<file path="config.mk">
export PLATFORM = sky130hd
export DESIGN_NAME = gth_link_seq
export DESIGN_NICKNAME = d
export VERILOG_FILES = /design/src/rtl/gth_link_seq.sv
export SDC_FILE = /design/constraint.sdc
export NUM_CORES = 1
export LEC_CHECK = 0
export BUFFER_PORTS_ARGS = -buffer_cell sky130_fd_sc_hd__buf_2
export CORE_UTILIZATION = 45
export CTS_BUF_LIST = sky130_fd_sc_hd__clkbuf_4
export DETAILED_ROUTE_END_ITERATION = 10
export PLACE_DENSITY = 0.68
export SYNTH_ARGS = -nofsm -noshare
export SYNTH_HDL_FRONTEND = slang
export SYNTH_SLANG_ARGS = --single-unit
export TNS_END_PERCENT = 50
</file>
<file path="constraint.sdc">
create_clock -name clk -period 3.4 [get_ports clk]
set_clock_uncertainty 0.15 [all_clocks]
set_input_delay 0.68 -clock clk [delete_from_list [all_inputs] [get_ports clk]]
set_output_delay 0.68 -clock clk [all_outputs]
set_load 0.005 [all_outputs]
</file>
<file path="src/rtl/gth_link_seq.sv">
// gth_link_seq: GTH link bring-up/recovery sequencer with retry, timeout and loss counting
module gth_link_seq #(
  parameter int RST_CYCLES     = 64,
  parameter int TIMEOUT_CYCLES = 1000000,
  parameter int STABLE_CYCLES  = 256,
  parameter int MAX_RETRIES    = 8,
  parameter int CNT_W          = 24
) (
  input  logic        clk,
  input  logic        resetn,
  input  logic        enable,
  input  logic        restart,
  input  logic [3:0]  gth_status,
  input  logic        rxclk_vld,
  output logic        gth_rst,
  output logic        link_up,
  output logic        fail,
  output logic [2:0]  state,
  output logic [7:0]  retry_cnt,
  output logic [15:0] loss_cnt
);
  typedef enum logic [2:0] {
    IDLE      = 3'd0,
    RESET     = 3'd1,
    WAIT_PLL  = 3'd2,
    WAIT_DONE = 3'd3,
    STABLE    = 3'd4,
    UP        = 3'd5,
    FAIL      = 3'd6
  } state_t;
  localparam logic [CNT_W-1:0] RST_END = CNT_W'(RST_CYCLES - 1);
  localparam logic [CNT_W-1:0] TO_END  = CNT_W'(TIMEOUT_CYCLES - 1);
  localparam logic [CNT_W-1:0] ST_END  = CNT_W'(STABLE_CYCLES - 1);
  localparam logic [8:0]       MAX_R   = (MAX_RETRIES > 255) ? 9'd256 : 9'(MAX_RETRIES);
  state_t           state_q, state_d, fail_next;
  logic [4:0]       sync1_q, sync2_q;
  logic [CNT_W-1:0] cnt_q, cnt_d;
  logic [7:0]       retry_q, retry_d, retry_inc;
  logic [15:0]      loss_q, loss_d;
  logic             gth_rst_q, gth_rst_d, link_up_q, link_up_d, fail_q, fail_d;
  logic             pll_ok, done_ok, fail_evt;
  always_comb begin
    pll_ok    = sync2_q[0];
    done_ok   = &sync2_q[4:1];
    retry_inc = (&retry_q) ? retry_q : retry_q + 8'd1;
    fail_next = (MAX_R != 9'd0 && {1'b0, retry_inc} >= MAX_R) ? FAIL : RESET;
    state_d   = state_q;
    cnt_d     = cnt_q + 1'b1;
    retry_d   = retry_q;
    loss_d    = loss_q;
    fail_evt  = 1'b0;
    case (state_q)
      IDLE: begin
        cnt_d = '0;
        if (enable) state_d = RESET;
      end
      RESET: if (cnt_q == RST_END) begin
        state_d = WAIT_PLL;
        cnt_d   = '0;
      end
      WAIT_PLL: if (pll_ok) begin
        state_d = WAIT_DONE;
        cnt_d   = '0;
      end else fail_evt = (cnt_q == TO_END);
      WAIT_DONE: if (!pll_ok) fail_evt = 1'b1;
      else if (done_ok) begin
        state_d = STABLE;
        cnt_d   = '0;
      end else fail_evt = (cnt_q == TO_END);
      STABLE: if (!(pll_ok && done_ok)) fail_evt = 1'b1;
      else if (cnt_q == ST_END) begin
        state_d = UP;
        cnt_d   = '0;
        retry_d = '0;
      end
      UP: begin
        cnt_d = '0;
        if (!(pll_ok && done_ok)) begin
          state_d = RESET;
          retry_d = '0;
          loss_d  = (&loss_q) ? loss_q : loss_q + 16'd1;
        end
      end
      FAIL: cnt_d = '0;
      default: begin
        state_d = IDLE;
        cnt_d   = '0;
      end
    endcase
    if (fail_evt) begin
      state_d = fail_next;
      retry_d = retry_inc;
      cnt_d   = '0;
    end
    // enable low beats restart; neither counts as a link loss
    if (!enable || restart) begin
      state_d = enable ? RESET : IDLE;
      retry_d = '0;
      cnt_d   = '0;
      loss_d  = loss_q;
    end
    gth_rst_d = (state_d == IDLE) || (state_d == RESET) || (state_d == FAIL);
    link_up_d = (state_d == UP);
    fail_d    = (state_d == FAIL);
  end
  always_ff @(posedge clk or negedge resetn) begin
    if (!resetn) begin
      sync1_q   <= '0;
      sync2_q   <= '0;
      state_q   <= IDLE;
      cnt_q     <= '0;
      retry_q   <= '0;
      loss_q    <= '0;
      gth_rst_q <= 1'b1;
      link_up_q <= 1'b0;
      fail_q    <= 1'b0;
    end else begin
      sync1_q   <= {rxclk_vld, gth_status};
      sync2_q   <= sync1_q;
      state_q   <= state_d;
      cnt_q     <= cnt_d;
      retry_q   <= retry_d;
      loss_q    <= loss_d;
      gth_rst_q <= gth_rst_d;
      link_up_q <= link_up_d;
      fail_q    <= fail_d;
    end
  end
  assign gth_rst   = gth_rst_q;
  assign link_up   = link_up_q;
  assign fail      = fail_q;
  assign state     = state_q;
  assign retry_cnt = retry_q;
  assign loss_cnt  = loss_q;
endmodule

</file>
* Word-level counts from Yosys, hierarchy flattened
Cells that the tools add are included.
** Word-level totals
- Register bits after elaboration :: 64
- Input port bits :: 9
- Word-level logic and storage cells :: 78
** Operators by class
- Add/sub/neg operators :: 3
- Magnitude comparators :: 1
- Eq/ne operators :: 15
- Muxes and demuxes :: 34
- Bitwise operators :: 3
- Reductions and logical operators :: 13
** Operators with widths (number)
- 24-bit 2-to-1 mux :: 8
- 24-bit one-hot mux with 4 select lines :: 1
- 8-bit 2-to-1 mux :: 6
- 3-bit 2-to-1 mux :: 11
- 24-bit by 1-bit adder with 24-bit output (second input constant) :: 1
- 24-bit by 20-bit == test with 1-bit output (second input constant) :: 1
- 24-bit by 6-bit == test with 1-bit output (second input constant) :: 1
- 24-bit by 8-bit == test with 1-bit output (second input constant) :: 1
- 3-bit one-hot mux with 7 select lines :: 1
- 16-bit by 1-bit adder with 16-bit output (second input constant) :: 1
- 8-bit one-hot mux with 2 select lines :: 1
- 16-bit AND reduction :: 1
- 3-bit == test (second input constant) :: 5
- 4-bit inequality test (second input constant) :: 3
- 4-bit AND reduction :: 3
- 8-bit by 1-bit adder with 8-bit output (second input constant) :: 1
- 8-bit by 4-bit greater-or-equal comparator with 1-bit output (second input constant) :: 1
- 8-bit AND reduction :: 1
- 3-bit by 1-bit == test with 1-bit output (second input constant) :: 2
- 3-bit by 2-bit == test with 1-bit output (second input constant) :: 2
- 3-bit zero test :: 2
- 1-bit 2-to-1 mux :: 5
- 4-bit nonzero test :: 1
- 1-bit logical OR :: 3
- 4 further kinds :: 6

* Logic depth before layout (Yosys ltp)
Gate-level depths: netlist (run 1).
- Word-level depth :: 9
- Mapped depth :: 8
- Depth with buffers taken out :: 6

* Least setup slack after synthesis (run 1)
OpenSTA, ideal clock, no wires.
- Path kind :: register to register
- From :: register cnt_q[8]
- To :: register cnt_q[10]
- Library setup time :: 125 ps
- Arrival time :: 2506 ps
- Data required time :: 3125 ps
- Setup slack :: 619 ps
- Cell stages (with the launch flop) :: 9
- Buffers on the path :: 3
- Path through :: dfrtp_1 buf_6 or4_4 or4b_4 or4_1 buf_6 nand3_1 buf_4 nor3_1
** Between the ends
- Longest elaborated chain between the ends :: 6
- Elaborated cells between the ends (all ways) :: 17
- Those cells by class :: add/sub (1); eq/ne (3); mux (13)
** Ends and longest elaborated chain
- start, declared :: line 37 : logic [CNT_W-1:0] cnt_q, cnt_d;
- start signal, assigned :: line 121 : cnt_q <= cnt_d;
- 24-bit by 1-bit adder with 24-bit output, or another cell as far along :: line 48 : cnt_d = cnt_q + 1'b1;
- 24-bit 2-to-1 mux, or another cell as far along :: line 71 : else if (cnt_q == ST_END) begin
- 24-bit 2-to-1 mux, or another cell as far along :: line 70 : STABLE: if (!(pll_ok && done_ok)) fail_evt = 1'b1;
- 24-bit one-hot mux with 4 select lines or 1-bit one-hot mux with 3 select lines (tied branches) :: line 52 : case (state_q)
- 24-bit 2-to-1 mux * :: line 90 : if (fail_evt) begin
- 24-bit 2-to-1 mux * :: line 96 : if (!enable || restart) begin
- via cnt_d[10] :: line 37
Mark *: on every way through the listed nets, which the timed path passes. The rest lies on a longest branch.
A chain may end at the register's enable or synchronous reset.

* Final worst setup path (run 1)
- From :: register cnt_q[15]
- To :: register gth_rst_q, in the netlist gth_rst
** Between the ends
- Longest elaborated chain between the ends :: 9
- Elaborated cells between the ends (all ways) :: 18
- Those cells by class :: eq/ne (5); mux (10); reduce/logical (3)
** Ends and longest elaborated chain
- 24-bit by 8-bit == test with 1-bit output or 24-bit by 20-bit == test with 1-bit output (tied branches) :: line 71, 64, 69
- 3-bit 2-to-1 mux or 1-bit 2-to-1 mux (tied branches) :: line 71, 66
- 3-bit 2-to-1 mux or 1-bit 2-to-1 mux (tied branches) :: line 70, 65
- 3-bit one-hot mux with 7 select lines or 1-bit one-hot mux with 3 select lines (tied branches) :: line 52
- 3-bit 2-to-1 mux * :: line 90
- 3-bit 2-to-1 mux * :: line 96
- 3-bit by 1-bit == test with 1-bit output or 3-bit zero test (tied branches) :: line 102 : gth_rst_d = (state_d == IDLE) || (state_d == RESET) || (state_d == FAIL);
- 1-bit logical OR :: line 102
- 1-bit logical OR * :: line 102
- via gth_rst_d :: line 40 : logic gth_rst_q, gth_rst_d, link_up_q, link_up_d, fail_q, fail_d;
- end signal, assigned :: line 124 : gth_rst_q <= gth_rst_d;
- end, declared :: line 40
Marks and branches as above.

==> results of run 1 <==
[routing by layer]
metal / vias up / GRT usage (%) / wire length [µm]
met2: 70 / 29.72 / 3281
met4: 0 / 6.158 / 69
met3: 4 / 6.157 / 305
met5: - / 0 / 0
li1: 1378 / - / -
met1: 1420 / 31.67 / 3823
[critical path: stages (launching register included)]
cell and delay, ns:
sky130_fd_sc_hd__dfrtp_1 0.45, sky130_fd_sc_hd__or4_1 0.58, sky130_fd_sc_hd__or4b_4 0.56, sky130_fd_sc_hd__or4_1 0.62, sky130_fd_sc_hd__nand3_1 0.17, sky130_fd_sc_hd__buf_4 0.29
sky130_fd_sc_hd__o21bai_1 0.17
[Yosys cell counts (all sizes together), types with 2 or more instances]
cell	count
clkbuf	8
o211a	2
a211oi	7
nor3b	2
buf	6
xnor2	27
nand4	14
or2	3
and2	2
nor4	7
o31ai	2
o21bai	3
a22oi	2
dfrtp	63
xor2	10
inv	10
a2111oi	3
a21oi	11
o211ai	3
nor2b	5
nor2	14
o21ai	10
nand2	19
nand3	27
or4	8
ha	3
a31oi	4
and4	5
and3	10
or3	2
nor3	35
nand2b	2
a311oi	2
[registers in the layout, summed over array words and instances (netlist names)]
signal / cells
sync2_q: 5
retry_cnt: 8
state: 3
fail: 1
sync1_q: 5
link_up: 1
cnt_q: 24
gth_rst: 1
loss_cnt: 16
[area by class of cell]
type | count | area share [%]
Clock inverter | 7 | 1.881
Clock buffer | 9 | 1.751
Sequential cell | 64 | 41.54
Inverter | 10 | 0.9728
Multi-Input combinational cell | 258 | 43.51
Tap cell | 99 | 3.210
Timing Repair Buffer | 49 | 7.134
[how the worst min path moves through the flow]
stage | endpoint | slack [ns] | depth (start not counted) | startpoint
final | sync2_q[0] | 0.21 | 0 | sync1_q[0]
after CTS | sync1_q[3] | 0.19 | 1 | gth_status[3]
after detailed placement | sync2_q[1] | 0.18 | 0 | sync1_q[1]
after global placement | sync2_q[3] | 0.18 | 0 | sync1_q[3]
after floorplan | sync2_q[0] | 0.18 | 0 | sync1_q[0]
after global routing | sync1_q[3] | 0.17 | 1 | gth_status[3]
[cells by family after synthesis]
logic type	after synthesis
AO/OA/AOI/OAI	58
adder cells (fa/ha/maj)	3
flip-flops	64
AND/OR/NAND/NOR	159
multiplexers	1
XOR/XNOR	37
buffers and inverters	24
[per-stage QoR]
step	total power [mW]	area, µm²	worst slack (ns)	hold slack (ns)
6_report	1.347	3859	0.3498	0.2072
5_1_grt	1.414	3859	0.2364	0.1742
4_1_cts	1.368	3859	0.3672	0.1934
3_5_place_dp	0.8496	3709	0.3728	0.1847
3_3_place_gp	0.8488	3709	0.4173	0.1822
2_1_floorplan	0.8147	3392	0.6191	0.1812
[placed cells by master (no fill, tap or decap), types with 4 or more instances in the layout]
cell,synthesis,routed
sky130_fd_sc_hd__clkbuf_4,0,9
sky130_fd_sc_hd__nand3_1,27,27
sky130_fd_sc_hd__nor2_1,14,14
sky130_fd_sc_hd__dfrtp_1,63,63
sky130_fd_sc_hd__or4_1,7,7
sky130_fd_sc_hd__a21oi_1,11,11
sky130_fd_sc_hd__buf_4,2,10
sky130_fd_sc_hd__nand4_1,14,14
sky130_fd_sc_hd__and4_1,5,5
sky130_fd_sc_hd__a31oi_1,4,4
sky130_fd_sc_hd__xnor2_1,27,27
sky130_fd_sc_hd__and3_1,10,10
sky130_fd_sc_hd__nor2b_1,5,5
sky130_fd_sc_hd__a211oi_1,7,6
sky130_fd_sc_hd__nor4_1,6,6
sky130_fd_sc_hd__nand2_1,19,19
sky130_fd_sc_hd__xor2_1,10,10
sky130_fd_sc_hd__inv_1,10,10
sky130_fd_sc_hd__o21ai_0,9,9
sky130_fd_sc_hd__buf_2,2,38
sky130_fd_sc_hd__nor3_1,35,35
[power groups by stage]
stage | Clock, mW | Sequential [mW] | Combinational [mW]
6_report | 0.512 | 0.773 | 0.0618
5_1_grt | 0.571 | 0.774 | 0.0699
4_1_cts | 0.532 | 0.773 | 0.0629
3_5_place_dp | 0 | 0.787 | 0.0623
3_3_place_gp | 0 | 0.787 | 0.0618
2_1_floorplan | 0 | 0.786 | 0.0284
[timing repair]
action	in CTS	in global routing
hold buffers	1	0
endpoints found under the setup margin	0	0
hold endpoints to repair	6	0
==> results.yml, run 1 <==
outcome:
  outcome: "complete, no violations"
synthesis:
  edff_count_synth: 0
  synthDominantAreaCellType: "sky130_fd_sc_hd__dfrtp_1"
  synth_area_per_cell_um2: 9.803
  fraction_of_the_mapped_netlist_area_in_compound_gates_pct: 12.32
  adder_and_majority_gate_portion_of_the_synthesized_area_pct: 1.107
  synthArstFlopShare_pct: 100.0
  synth_ff_type: "sky130_fd_sc_hd__dfrtp_1"
  netlist-cell-type-count: 54
  mappedNetlistArea_um2: 3392
  post_synth_mux_area_share_pct: 0.3320
  synth_simple_gate_area_share_pct: 26.04
  yosysSeqAreaShare_pct: 47.25
  synth_cells: 346
  synthesis.nets: 358
  synth.top_cells.by_area: "sky130_fd_sc_hd__dfrtp_1, sky130_fd_sc_hd__xnor2_1, sky130_fd_sc_hd__nor3_1"
  yosysTopAreaCellShare_pct: 46.48
  synth-seq-cells: 64
  xor_xnor_portion_of_the_synthesized_cell_area_pct: 9.554
  largest_family_of_logic_cells_by_synthesized_area: "simple AND/OR/NAND/NOR gates"
  yosys_warnings: 0
drt:
  detail_route.first_pass.iterations: 5
  detail_route.vias_per_cell: 5.790
  vias: 2872
  antenna_violating_nets_post_route: 0
  drt-wirelength-per-cell_um: 15.08
  totalWireLength_mm: 7.480
  drt_iter0_markers: 224
  post-route-drc-count: 0
finish:
  area_used_by_multi_input_combinational_logic_um2: 1679
  fill_cells: 684
  syn2layout_area_growth_pct: 13.76
  drive_gt1_share_pct: 19.14
  fin_nets: 404
  count_of_non_filler_cells_in_the_finished_layout: 496
  n_antenna_cell: 0
  layout.area.seq_um2: 1603
  final_core_utilization_pct: 53.20
global_routing:
  grt_first_pass_wirelength_mm: 12.67
  grt_pass1_vias: 2561
  global_route.overflow_total: 0
  grtUsageTotal_pct: 21.24
  antenna_found_initial: 0
  grt_start_max_net_pins: 36
floorplan:
  dieWidth_um: 88.82
  placeableCoreArea_um2: 7253
  boundaryPins: 39
  fp.dieH_um: 88.82
  placement_rows: 31
  initial_core_util_pct: 46.77
  die-area_um2: 7889
timing:
  grt_setup_unrepaired: "false"
  max_slew_margin_pct: 54.17
  max_freq_ghz: 0.3278
  totalNegativeSetupSlack_ns: 0
  timing_max_transition_violations_final: 0
  worst_pin_slew_ns: 0.6875
  min_period_over_period_pct: 89.71
  setup_viol: 0
  timing.final.crit_period_ns: 3.050
  final_hold_viol_count: 0
critical_path:
  critical_path_class: "flop to flop"
  crit_path_end_kind: "flop"
  critPathLaunchType: "flop"
  reg2reg_slack_ns: 0.35
  setup.worst_path.start: "cnt_q[15]"
  critical_path.reg2reg.endpoint: "gth_rst"
  critPathArrivalTime_ns: 3.24
  critPathMaxFanout: 26
  timing.reg2reg.worst_path_depth: 6
  timing.critical_path.required_ns: 3.59
  cp-endpoint: "gth_rst"
  reg2reg_from: "cnt_q[15]"
power_and_ir_drop:
  power.share.sequential_pct: 57.4
  int_pwr_mw: 1.009
  comb_power_share_pct: 4.6
  power.switching_mw: 0.3374
  power_switching_share_pct: 25.05
  p_per_area_nw_per_um2: 349.0
  ir_worst_vdd_mv: 0.2014
  leakage_nw: 1.674
  share_clk_of_total_power_pct: 38.1
worst_hold_path:
  worstHoldPathType: "flop to flop"
place:
  place_hpwl_mm: 5.173
  gp_routability_congestion: 0.8739
  buffer_ports.inserted: 38
  dp_cells: 479
cts:
  worst_skew_pair.late_latency_ns: 0.41
  post_cts_clock_slew_at_the_launch_and_capture_registers_of_the_worst_setup_and_hold_paths_ns: 0.12
  inserted_clock_buffers: 9
  ctsLongestPathBuffers: 2
  cts_setup_buffers: 0
  numClockSinks: 64
  post_cts.resized_instances: 0
  cts_tree: "built"
  clock_tree.root_cell: "sky130_fd_sc_hd__clkbuf_4"
  h-tree-depth: 3
job:
  cap_violations: 0
(Power assumes the default switching activity.)
==> inputs of run 2 (changes only) <==
- PLACE_DENSITY: 0.68 -> 0.61
- SKIP_CTS_REPAIR_TIMING: not set -> 1
- clock period: 3.4 -> 3.3 ns (I/O delays scaled with it)
==> run 2 against run 1 <==
Net effect:
- combinational power is 4.4% higher
- core utilization is 0.086 points higher
- final cell count stayed put
- highest routed layer unchanged
- sequential power is 3.0% higher
- largest cell class unchanged
- setup slack worse by 0.051 ns
- critical path depth is 1 lower
- routed wire length is 0.13% lower
- total power is 2.9% higher
- hold slack worse by 0.10 ns
- fmax is 1.6% higher
==> results.yml, run 2 (same netlist as run 1, synthesis figures left out) <==
global_routing:
  antenna_found_initial: 0
  global_route.peak_usage_layer: "met2"
  grtUsageTotal_pct: 21.03
  global_route.usage.met1_pct: 29.99
  grt_util_met3_pct: 4.478
  global_route.overflow_total: 0
  grt_first_pass_wirelength_mm: 12.54
  grt_pass1_vias: 2588
  grt_start_max_net_pins: 30
  global_route.usage.met2_pct: 30.49
cts:
  cts_tree: "built"
  post_cts_clock_slew_at_the_launch_and_capture_registers_of_the_worst_setup_and_hold_paths_ns: 0.11
  worst_skew_pair.late_latency_ns: 0.41
  inserted_clock_buffers: 9
  ctsLongestPathBuffers: 2
  h-tree-depth: 3
  numClockSinks: 64
  clock_tree.root_cell: "sky130_fd_sc_hd__clkbuf_4"
timing:
  final.hold.worst_slack_ns: 0.1051
  final_hold_viol_count: 0
  max_freq_ghz: 0.3332
  min_period_over_period_pct: 90.95
  setup_viol: 0
  timing.final.crit_period_ns: 3.001
  totalNegativeSetupSlack_ns: 0
  worst_pin_slew_ns: 0.6422
  grt_setup_unrepaired: "false"
  max_slew_margin_pct: 57.19
  timing_max_transition_violations_final: 0
drt:
  post-route-drc-count: 0
  drt_iter0_markers: 171
  drt-wirelength-per-cell_um: 15.06
  detail_route.first_pass.iterations: 4
  antenna_violating_nets_post_route: 0
  vias: 2841
  detail_route.vias_per_cell: 5.728
  totalWireLength_mm: 7.470
critical_path:
  path_delay_family: "simple AND/OR/NAND/NOR gates"
  critical_path.cell_chain: "or4_1 > or4b_4 > or4_1 > a2111oi_4 > o2bb2a_1"
  critical_path_class: "flop to flop"
  worst_path_max_delay_cell: "sky130_fd_sc_hd__or4_1"
  critPathArrivalTime_ns: 3.19
  critPathLaunchType: "flop"
  crit_path_end_kind: "flop"
  critPathMostFrequentCell: "sky130_fd_sc_hd__or4_1"
  slowest_delay_ns: 0.62
  critPathMaxFanout: 9
  timing.critical_path.buf_inv: 0
  timing.critical_path.required_ns: 3.49
floorplan:
  dieWidth_um: 88.82
  placeableCoreArea_um2: 7253
  boundaryPins: 39
  fp.dieH_um: 88.82
  initial_core_util_pct: 46.77
  die-area_um2: 7889
  placement_rows: 31
finish:
  finish.instance_area_um2: 3865
  n_antenna_cell: 0
  layout_commonest_cell: "sky130_fd_sc_hd__dfrtp_1"
  max_flop_register: "cnt_q"
  fin_nets: 404
  largest_register_ff_count: 24
  syn2layout_area_growth_pct: 13.94
  drive_gt1_share_pct: 19.14
  layout.cells.most_common_list: "sky130_fd_sc_hd__dfrtp_1, sky130_fd_sc_hd__buf_2, sky130_fd_sc_hd__nor3_1"
power_and_ir_drop:
  p_per_area_nw_per_um2: 358.4
  ir_worst_vdd_mv: 0.2255
  leakage_nw: 1.684
worst_hold_path:
  worstHoldPathType: "input port to async pin"
place:
  buffer_ports.inserted: 38
  place_hpwl_mm: 5.368
  gp_routability_congestion: 0.8102
  post_dp_cell_area_um2: 3729
job:
  cap_violations: 0
outcome:
  outcome: "complete, no violations"
## run 2: per-layer routing
metal	up-vias	wire length, µm
met1	1371	3658
li1	1389	-
met4	0	142
met2	68	3306
met3	13	362
met5	-	0
## run 2: path summary, 6_finish.rpt
kind | startpoint | to | slack (ns) | depth (start not counted)
min in group clk | gth_status[2] | sync1_q[2] | 0.20 | 1
hold / removal | resetn | cnt_q[17] | 0.11 | 1
setup reg to reg | cnt_q[15] | retry_cnt[7] | 0.30 | 5
hold reg to reg | sync1_q[1] | sync2_q[1] | 0.21 | 0
setup / recovery | cnt_q[15] | retry_cnt[7] | 0.30 | 5
max in group asynchronous | resetn | cnt_q[1] | 2.16 | 2
## run 2: cell type report
cell class	instances	area [µm²]
multi-input cells	258	1679
flip-flops and latches	64	1603
repair buffers	49	285.3
well taps	99	123.9
clock inverters	4	46.29
inverters	10	37.54
clock buffers	12	90.09
fillers	683	3388
## run 2: per-stage QoR
stage / setup WS [ns] / power [mW] / cells / util (%)
floorplan: 0.5191 / 0.8394 / 346 / -
global placement: 0.3776 / 0.8767 / 480 / 51.41
detailed placement: 0.3629 / 0.8776 / 480 / 51.41
CTS: 0.3081 / 1.408 / 496 / 53.29
global route: 0.2181 / 1.448 / 496 / 53.29
finish: 0.2988 / 1.385 / 496 / 53.29
## run 2: power breakdown
group          internal [mW]  leakage, nW  switching, mW
registers              0.792        0.865        0.00407
logic                 0.0187        0.743         0.0458
clock network          0.253       0.0750          0.272
total                   1.06         1.68          0.321
## run 2: worst reg2reg max path: cells and delay by family, from the launching register on
kind | cells | cell delay, ns
simple gates | 3 | 1.76
compound gates | 2 | 0.58
flops | 1 | 0.45
